`config.mk`:
```
export PLATFORM = sky130hd
export DESIGN_NAME = axi4_lite_slave_regbank
export DESIGN_NICKNAME = d
export VERILOG_FILES = /design/src/rtl/axi4_lite_slave_regbank.sv
export SDC_FILE = /design/constraint.sdc
export NUM_CORES = 1
export LEC_CHECK = 0
export ABC_AREA = 1
export CORE_AREA = 2 2 260 262
export CTS_CLUSTER_SIZE = 8
export DETAILED_ROUTE_END_ITERATION = 16
export DIE_AREA = 0 0 262 264
export PLACE_DENSITY_LB_ADDON = 0.3
export REMOVE_ABC_BUFFERS = 1
export SYNTH_ARGS = -nofsm -noshare
export SYNTH_HDL_FRONTEND = slang
export SYNTH_SLANG_ARGS = --single-unit
```
`constraint.sdc`:
```
create_clock -name clk -period 2.2 [get_ports clk]
set_input_delay 0.33 -clock clk [delete_from_list [all_inputs] [get_ports clk]]
set_output_delay 0.33 -clock clk [all_outputs]
set_load 0.02 [all_outputs]
```
`src/rtl/axi4_lite_slave_regbank.sv`:
```
// AXI4-Lite slave backed by G_NB_REGS byte-strobed registers, exposed on a flat bus.
// Optional macro AXI4_LITE_SLAVE_DECERR_EN: out-of-range accesses answer DECERR instead of OKAY.
module axi4_lite_slave_regbank #(
  parameter int G_AXI4_LITE_ADDR_WIDTH = 32,
  parameter int G_AXI4_LITE_DATA_WIDTH = 32,
  parameter int G_NB_REGS              = 16
) (
  input  logic                                               clk,
  input  logic                                               rst_n,
  input  logic                                               awvalid,
  input  logic [G_AXI4_LITE_ADDR_WIDTH-1:0]                  awaddr,
  input  logic [2:0]                                         awprot,
  output logic                                               awready,
  input  logic                                               wvalid,
  input  logic [G_AXI4_LITE_DATA_WIDTH-1:0]                  wdata,
  input  logic [G_AXI4_LITE_DATA_WIDTH/8-1:0]                wstrb,
  output logic                                               wready,
  output logic                                               bvalid,
  output logic [1:0]                                         bresp,
  input  logic                                               bready,
  input  logic                                               arvalid,
  input  logic [G_AXI4_LITE_ADDR_WIDTH-1:0]                  araddr,
  input  logic [2:0]                                         arprot,
  output logic                                               arready,
  output logic                                               rvalid,
  output logic [G_AXI4_LITE_DATA_WIDTH-1:0]                  rdata,
  output logic [1:0]                                         rresp,
  input  logic                                               rready,
  output logic [G_NB_REGS*G_AXI4_LITE_DATA_WIDTH-1:0]        regs_out,
  output logic                                               wr_pulse,
  output logic [((G_NB_REGS > 1) ? $clog2(G_NB_REGS) : 1)-1:0] wr_index
);

  localparam int AW       = G_AXI4_LITE_ADDR_WIDTH;
  localparam int DW       = G_AXI4_LITE_DATA_WIDTH;
  localparam int SW       = DW / 8;
  localparam int ADDR_LSB = $clog2(SW);
  localparam int IDX_W    = (G_NB_REGS > 1) ? $clog2(G_NB_REGS) : 1;

  localparam logic [AW-1:0] NB_REGS_A = AW'(G_NB_REGS);
  localparam logic [1:0]    RESP_OKAY = 2'b00;
`ifdef AXI4_LITE_SLAVE_DECERR_EN
  localparam logic [1:0]    RESP_OOR  = 2'b11;
`else
  localparam logic [1:0]    RESP_OOR  = 2'b00;
`endif

  typedef enum logic [1:0] {W_IDLE, W_EXEC, W_RESP} wstate_t;
  typedef enum logic       {R_IDLE, R_RESP}         rstate_t;

  wstate_t r_wstate, w_wstate_next;
  rstate_t r_rstate, w_rstate_next;

  logic [DW-1:0]    r_regs [G_NB_REGS];

  // Held low through reset so readies only appear once rst_n has been sampled high.
  logic             r_ready_en;

  logic             r_aw_done;
  logic             r_w_done;
  logic [AW-1:0]    r_awaddr;
  logic [DW-1:0]    r_wdata;
  logic [SW-1:0]    r_wstrb;
  logic             r_bvalid;
  logic [1:0]       r_bresp;
  logic             r_wr_pulse;
  logic [IDX_W-1:0] r_wr_index;

  logic             r_rvalid;
  logic [1:0]       r_rresp;
  logic [DW-1:0]    r_rdata;

  logic             w_awready;
  logic             w_wready;
  logic             w_arready;
  logic             w_aw_hs;
  logic             w_w_hs;
  logic             w_ar_hs;

  logic [AW-1:0]    w_wr_idx;
  logic [AW-1:0]    w_rd_idx;
  logic             w_wr_in_range;
  logic             w_rd_in_range;
  logic [IDX_W-1:0] w_wr_sel;
  logic [IDX_W-1:0] w_rd_sel;

  logic             w_unused_prot;

  assign w_unused_prot = &{1'b0, awprot, arprot};

  // Byte-offset bits fall away in the shift; the full index is range-checked before truncation.
  assign w_wr_idx      = r_awaddr >> ADDR_LSB;
  assign w_rd_idx      = araddr >> ADDR_LSB;
  assign w_wr_in_range = (w_wr_idx < NB_REGS_A);
  assign w_rd_in_range = (w_rd_idx < NB_REGS_A);
  assign w_wr_sel      = w_wr_idx[IDX_W-1:0];
  assign w_rd_sel      = w_rd_idx[IDX_W-1:0];

  // ---------------- write FSM ----------------
  always_ff @(posedge clk) begin
    if (!rst_n) begin
      r_wstate <= W_IDLE;
    end else begin
      r_wstate <= w_wstate_next;
    end
  end

  always_comb begin
    w_wstate_next = r_wstate;
    w_awready     = 1'b0;
    w_wready      = 1'b0;
    w_aw_hs       = 1'b0;
    w_w_hs        = 1'b0;
    case (r_wstate)
      W_IDLE: begin
        w_awready = r_ready_en & ~r_aw_done;
        w_wready  = r_ready_en & ~r_w_done;
        w_aw_hs   = awvalid & w_awready;
        w_w_hs    = wvalid & w_wready;
        if ((r_aw_done | w_aw_hs) && (r_w_done | w_w_hs)) begin
          w_wstate_next = W_EXEC;
        end
      end
      W_EXEC: begin
        w_wstate_next = W_RESP;
      end
      W_RESP: begin
        if (bready) begin
          w_wstate_next = W_IDLE;
        end
      end
      default: begin
        w_wstate_next = W_IDLE;
      end
    endcase
  end

  always_ff @(posedge clk) begin
    if (!rst_n) begin
      r_ready_en <= 1'b0;
      r_aw_done  <= 1'b0;
      r_w_done   <= 1'b0;
      r_awaddr   <= '0;
      r_wdata    <= '0;
      r_wstrb    <= '0;
      r_bvalid   <= 1'b0;
      r_bresp    <= RESP_OKAY;
      r_wr_pulse <= 1'b0;
      r_wr_index <= '0;
    end else begin
      r_ready_en <= 1'b1;
      r_wr_pulse <= 1'b0;
      if (w_aw_hs) begin
        r_awaddr  <= awaddr;
        r_aw_done <= 1'b1;
      end
      if (w_w_hs) begin
        r_wdata  <= wdata;
        r_wstrb  <= wstrb;
        r_w_done <= 1'b1;
      end
      if (r_wstate == W_EXEC) begin
        r_aw_done <= 1'b0;
        r_w_done  <= 1'b0;
        r_bvalid  <= 1'b1;
        r_bresp   <= w_wr_in_range ? RESP_OKAY : RESP_OOR;
        if (w_wr_in_range) begin
          r_wr_pulse <= 1'b1;
          r_wr_index <= w_wr_sel;
        end
      end
      if ((r_wstate == W_RESP) && bready) begin
        r_bvalid <= 1'b0;
      end
    end
  end

  // Register storage: only strobed lanes of an in-range target change at the EXEC edge.
  always_ff @(posedge clk) begin
    if (!rst_n) begin
      for (int i = 0; i < G_NB_REGS; i++) begin
        r_regs[i] <= '0;
      end
    end else if ((r_wstate == W_EXEC) && w_wr_in_range) begin
      for (int b = 0; b < SW; b++) begin
        if (r_wstrb[b]) begin
          r_regs[w_wr_sel][b*8 +: 8] <= r_wdata[b*8 +: 8];
        end
      end
    end
  end

  // ---------------- read FSM ----------------
  always_ff @(posedge clk) begin
    if (!rst_n) begin
      r_rstate <= R_IDLE;
    end else begin
      r_rstate <= w_rstate_next;
    end
  end

  always_comb begin
    w_rstate_next = r_rstate;
    w_arready     = 1'b0;
    w_ar_hs       = 1'b0;
    case (r_rstate)
      R_IDLE: begin
        w_arready = r_ready_en;
        w_ar_hs   = arvalid & r_ready_en;
        if (w_ar_hs) begin
          w_rstate_next = R_RESP;
        end
      end
      R_RESP: begin
        if (rready) begin
          w_rstate_next = R_IDLE;
        end
      end
      default: begin
        w_rstate_next = R_IDLE;
      end
    endcase
  end

  // A read sampled on the EXEC edge sees the pre-write contents (non-blocking update).
  always_ff @(posedge clk) begin
    if (!rst_n) begin
      r_rvalid <= 1'b0;
      r_rresp  <= RESP_OKAY;
      r_rdata  <= '0;
    end else begin
      if (w_ar_hs) begin
        r_rvalid <= 1'b1;
        r_rresp  <= w_rd_in_range ? RESP_OKAY : RESP_OOR;
        r_rdata  <= w_rd_in_range ? r_regs[w_rd_sel] : '0;
      end else if ((r_rstate == R_RESP) && rready) begin
        r_rvalid <= 1'b0;
      end
    end
  end

  // ---------------- outputs ----------------
  generate
    for (genvar gi = 0; gi < G_NB_REGS; gi++) begin : g_regs_out
      assign regs_out[gi*DW +: DW] = r_regs[gi];
    end
  endgenerate

  assign awready  = w_awready;
  assign wready   = w_wready;
  assign arready  = w_arready;
  assign bvalid   = r_bvalid;
  assign bresp    = r_bresp;
  assign rvalid   = r_rvalid;
  assign rresp    = r_rresp;
  assign rdata    = r_rdata;
  assign wr_pulse = r_wr_pulse;
  assign wr_index = r_wr_index;

endmodule

```
==> flow_summary.toml <==
[finish]
fin_area_um2 = 39800
fin_nets = 3776
drive_above_1_share_pct = 13.4
fin_cells = 4610
syn_to_final_growth_pct = 43.0

[die]
io_pins = 671
core_area_um2 = 66600
dieArea_um2 = 69200
die_w_um = 262
rows = 95
start_util_pct = 41.8
die_h_um = 264

[logic_synthesis]
synth_commonest_cells = "nand2_1 (639), nor2_1 (583), edfxtp_1 (512), nand3_1 (488), clkbuf_1 (152)"
ys_seq_area_share_pct = 63.2
synthDistinctLibCells = 29
yosysWarnings = 0
synth_cells = 2868
synth_most_common_cell = "nand2_1"
yosysTopAreaCellShare_pct = 55.2
synth_edf_count = 512
post_synth.cell_area_avg_um2 = 9.71
ys.flop_type = "edfxtp_1"
async_reset_ff_share_pct = 0
synthAdderAreaFrac_pct = 0
synth_top_cells_by_area = "edfxtp_1 (55%), nand3_1 (8.8%), nand2_1 (8.6%)"
yosysTopAreaCell = "edfxtp_1"
synthMuxAreaShare_pct = 0
synth_top_family_by_area = "simple AND/OR/NAND/NOR gates"
syn_area_um2 = 27900
synth-simple-area-share_pct = 30.2
synth-xor-area-share_pct = 0
synth_compound_area_share_pct = 2.61
synth-seq-cells = 623

[global_route]
grt_util_met1_pct = 39.4
antenna_found_initial = 4
use_met2_pct = 48.3
grtUsageMet3_pct = 7.98
grt-busiest-layer = "met2"
grt_pass1_vias = 23631
grt_max_degree = 116
grt_pass1_wl_um = 155000
grtUsageTotal_pct = 30.8
gr-total-overflow = 0

[sta]
period_minus_slack_ps = 2130
timing.final.hold_violations = 0
slew_headroom_pct = 45.0
setup_ws_ps = 72.0
rsz0062_at_grt = "yes"
fmax_mhz = 470
tns_ps = 0
min_period_over_period_pct = 96.7
setup_viol = 0
finalClockSkew_ps = 28.3
tightest_slew_ps = 820
drv_slew = 0

[route]
post_drt_wl_per_cell_um = 23.8
antenna_left = 0
dr.pass1.iters = 6
drtIter0Drc = 3138
vias = 25380
drc = 0
vias_per_cell = 5.51
routed_wl_um = 110000

[placement]
io_buffers = 656
dpl.hpwl_um = 79600
place_congestion = 0.987
dp_cells = 4440
post_dp_cell_area_um2 = 37000
place_ws_ps = -60.1

[setup_path]
critPathLaunchType = "register"
cp_data_required_time_ps = 2540
cpPeakStageDelay_ps = 300
crit_chain = "or2_1, nor3_2, nand3_2, nor2_4, buf_12, buf_16, buf_4, nand3_4, nand2_4, buf_6"
cp_top_family = "simple AND/OR/NAND/NOR gates"
critPathArrivalTime_ps = 2470
worst-path-buf-inv = 4
crit_path_max_fanout = 7
cp_slowest_cell = "dfxtp_1"
path_class = "reg2reg"
cp-end-kind = "register"

[run]
cap_violations = 0

[power]
p_per_area_nw_per_um2 = 754
report.power.total_mw = 30.0
total_leakage_power_nw = 14.4
ir_drop_mv = 0.617

[clocking]
numCtsBuffers = 88
cts_root_buffer = "clkbuf_16"
clk_pin_slew_worst_paths_ps = 50
htree_levels = 3
cts_tree = "yes"
clock_path_buffers = 3
insertion_delay_ps = 640
clock_sinks = 623

[min_path]
hold_class = "in2reg"

[run_status]
status = "complete, no violations"
[worst paths after layout]
path | from | to | slack, ps | cells after the start
setup / recovery | r_awaddr[6]$_SDFFE_PN0P_ | r_regs[5][21]$_SDFFCE_PN0P_ | 70 | 10
hold / removal | rst_n | r_ready_en$_DFF_P_ | 180 | 2
setup reg to reg | r_awaddr[6]$_SDFFE_PN0P_ | r_regs[5][21]$_SDFFCE_PN0P_ | 70 | 10
hold reg to reg | r_wdata[10]$_SDFFE_PN0P_ | r_wdata[10]$_SDFFE_PN0P_ | 440 | 2
[per-stage QoR]
stage	utilization, %	hold WS, ps
finish	59.8	178
global route	59.8	196
CTS	59.5	163
detailed placement	55.6	430
global placement	55.6	426
floorplan	-	358
[metal layers]
layer	vias to the layer above	part of all wire, %
li1	11286	-
met1	12034	36
met2	1762	46
met3	298	12
met4	0	5.0
met5	-	0
[state kept, by name, summed over array words and instances, names as in the netlist, 2 cells and up]
| register | count |
|---|---|
| wr_index | 4 |
| r_wdata | 32 |
| r_awaddr | 30 |
| rdata | 32 |
| r_wstrb | 4 |
| r_regs | 512 |
| r_wstate | 2 |
[power by group]
part / switching [mW] / internal [mW] / total, mW / leakage, nW
clock network: 5.14 / 7.68 / 12.8 / 1.23
logic: 2.35 / 1.34 / 3.69 / 7.01
registers: 0.342 / 13.2 / 13.5 / 6.19
total: 7.83 / 22.2 / 30.0 / 14.4
[layout make-up]
class / count / area, um^2
Fill cell: 5483 / 26700
Sequential cell: 623 / 17600
Multi-Input combinational cell: 1983 / 9300
Timing Repair Buffer: 894 / 8960
Clock buffer: 155 / 2510
Tap cell: 873 / 1090
Inverter: 73 / 284
Clock inverter: 6 / 82.6
Antenna cell: 3 / 7.51
[cells by family after synthesis]
family	Yosys count
simple gates	1834
flops	623
buf+inv	265
compound gates	145
other cells	1
[what timing repair did]
action	CTS	global route
hold endpoints to repair	0	0
buffers inserted	0	5
gates resized for setup	7	50
pin swaps	0	3
hold buffers	0	0
setup endpoints to repair	125	323
cloned	0	1
[cell usage in the layout, fill, tap and decap left out, types with 33 or more instances in the layout]
cell               n
nor2_2            49
a21oi_1           73
dfxtp_1          111
buf_4            189
buf_12            46
clkbuf_1          64
inv_1             36
clkdlybuf4s50_1  648
nor2_1           581
o21ai_0           71
nand2_2           37
nand2_1          597
edfxtp_1         512
clkinv_1          33
clkbuf_16         91
nand3_1          486
nand3_4           50
No activity file was read; power rests on OpenSTA's default activity.
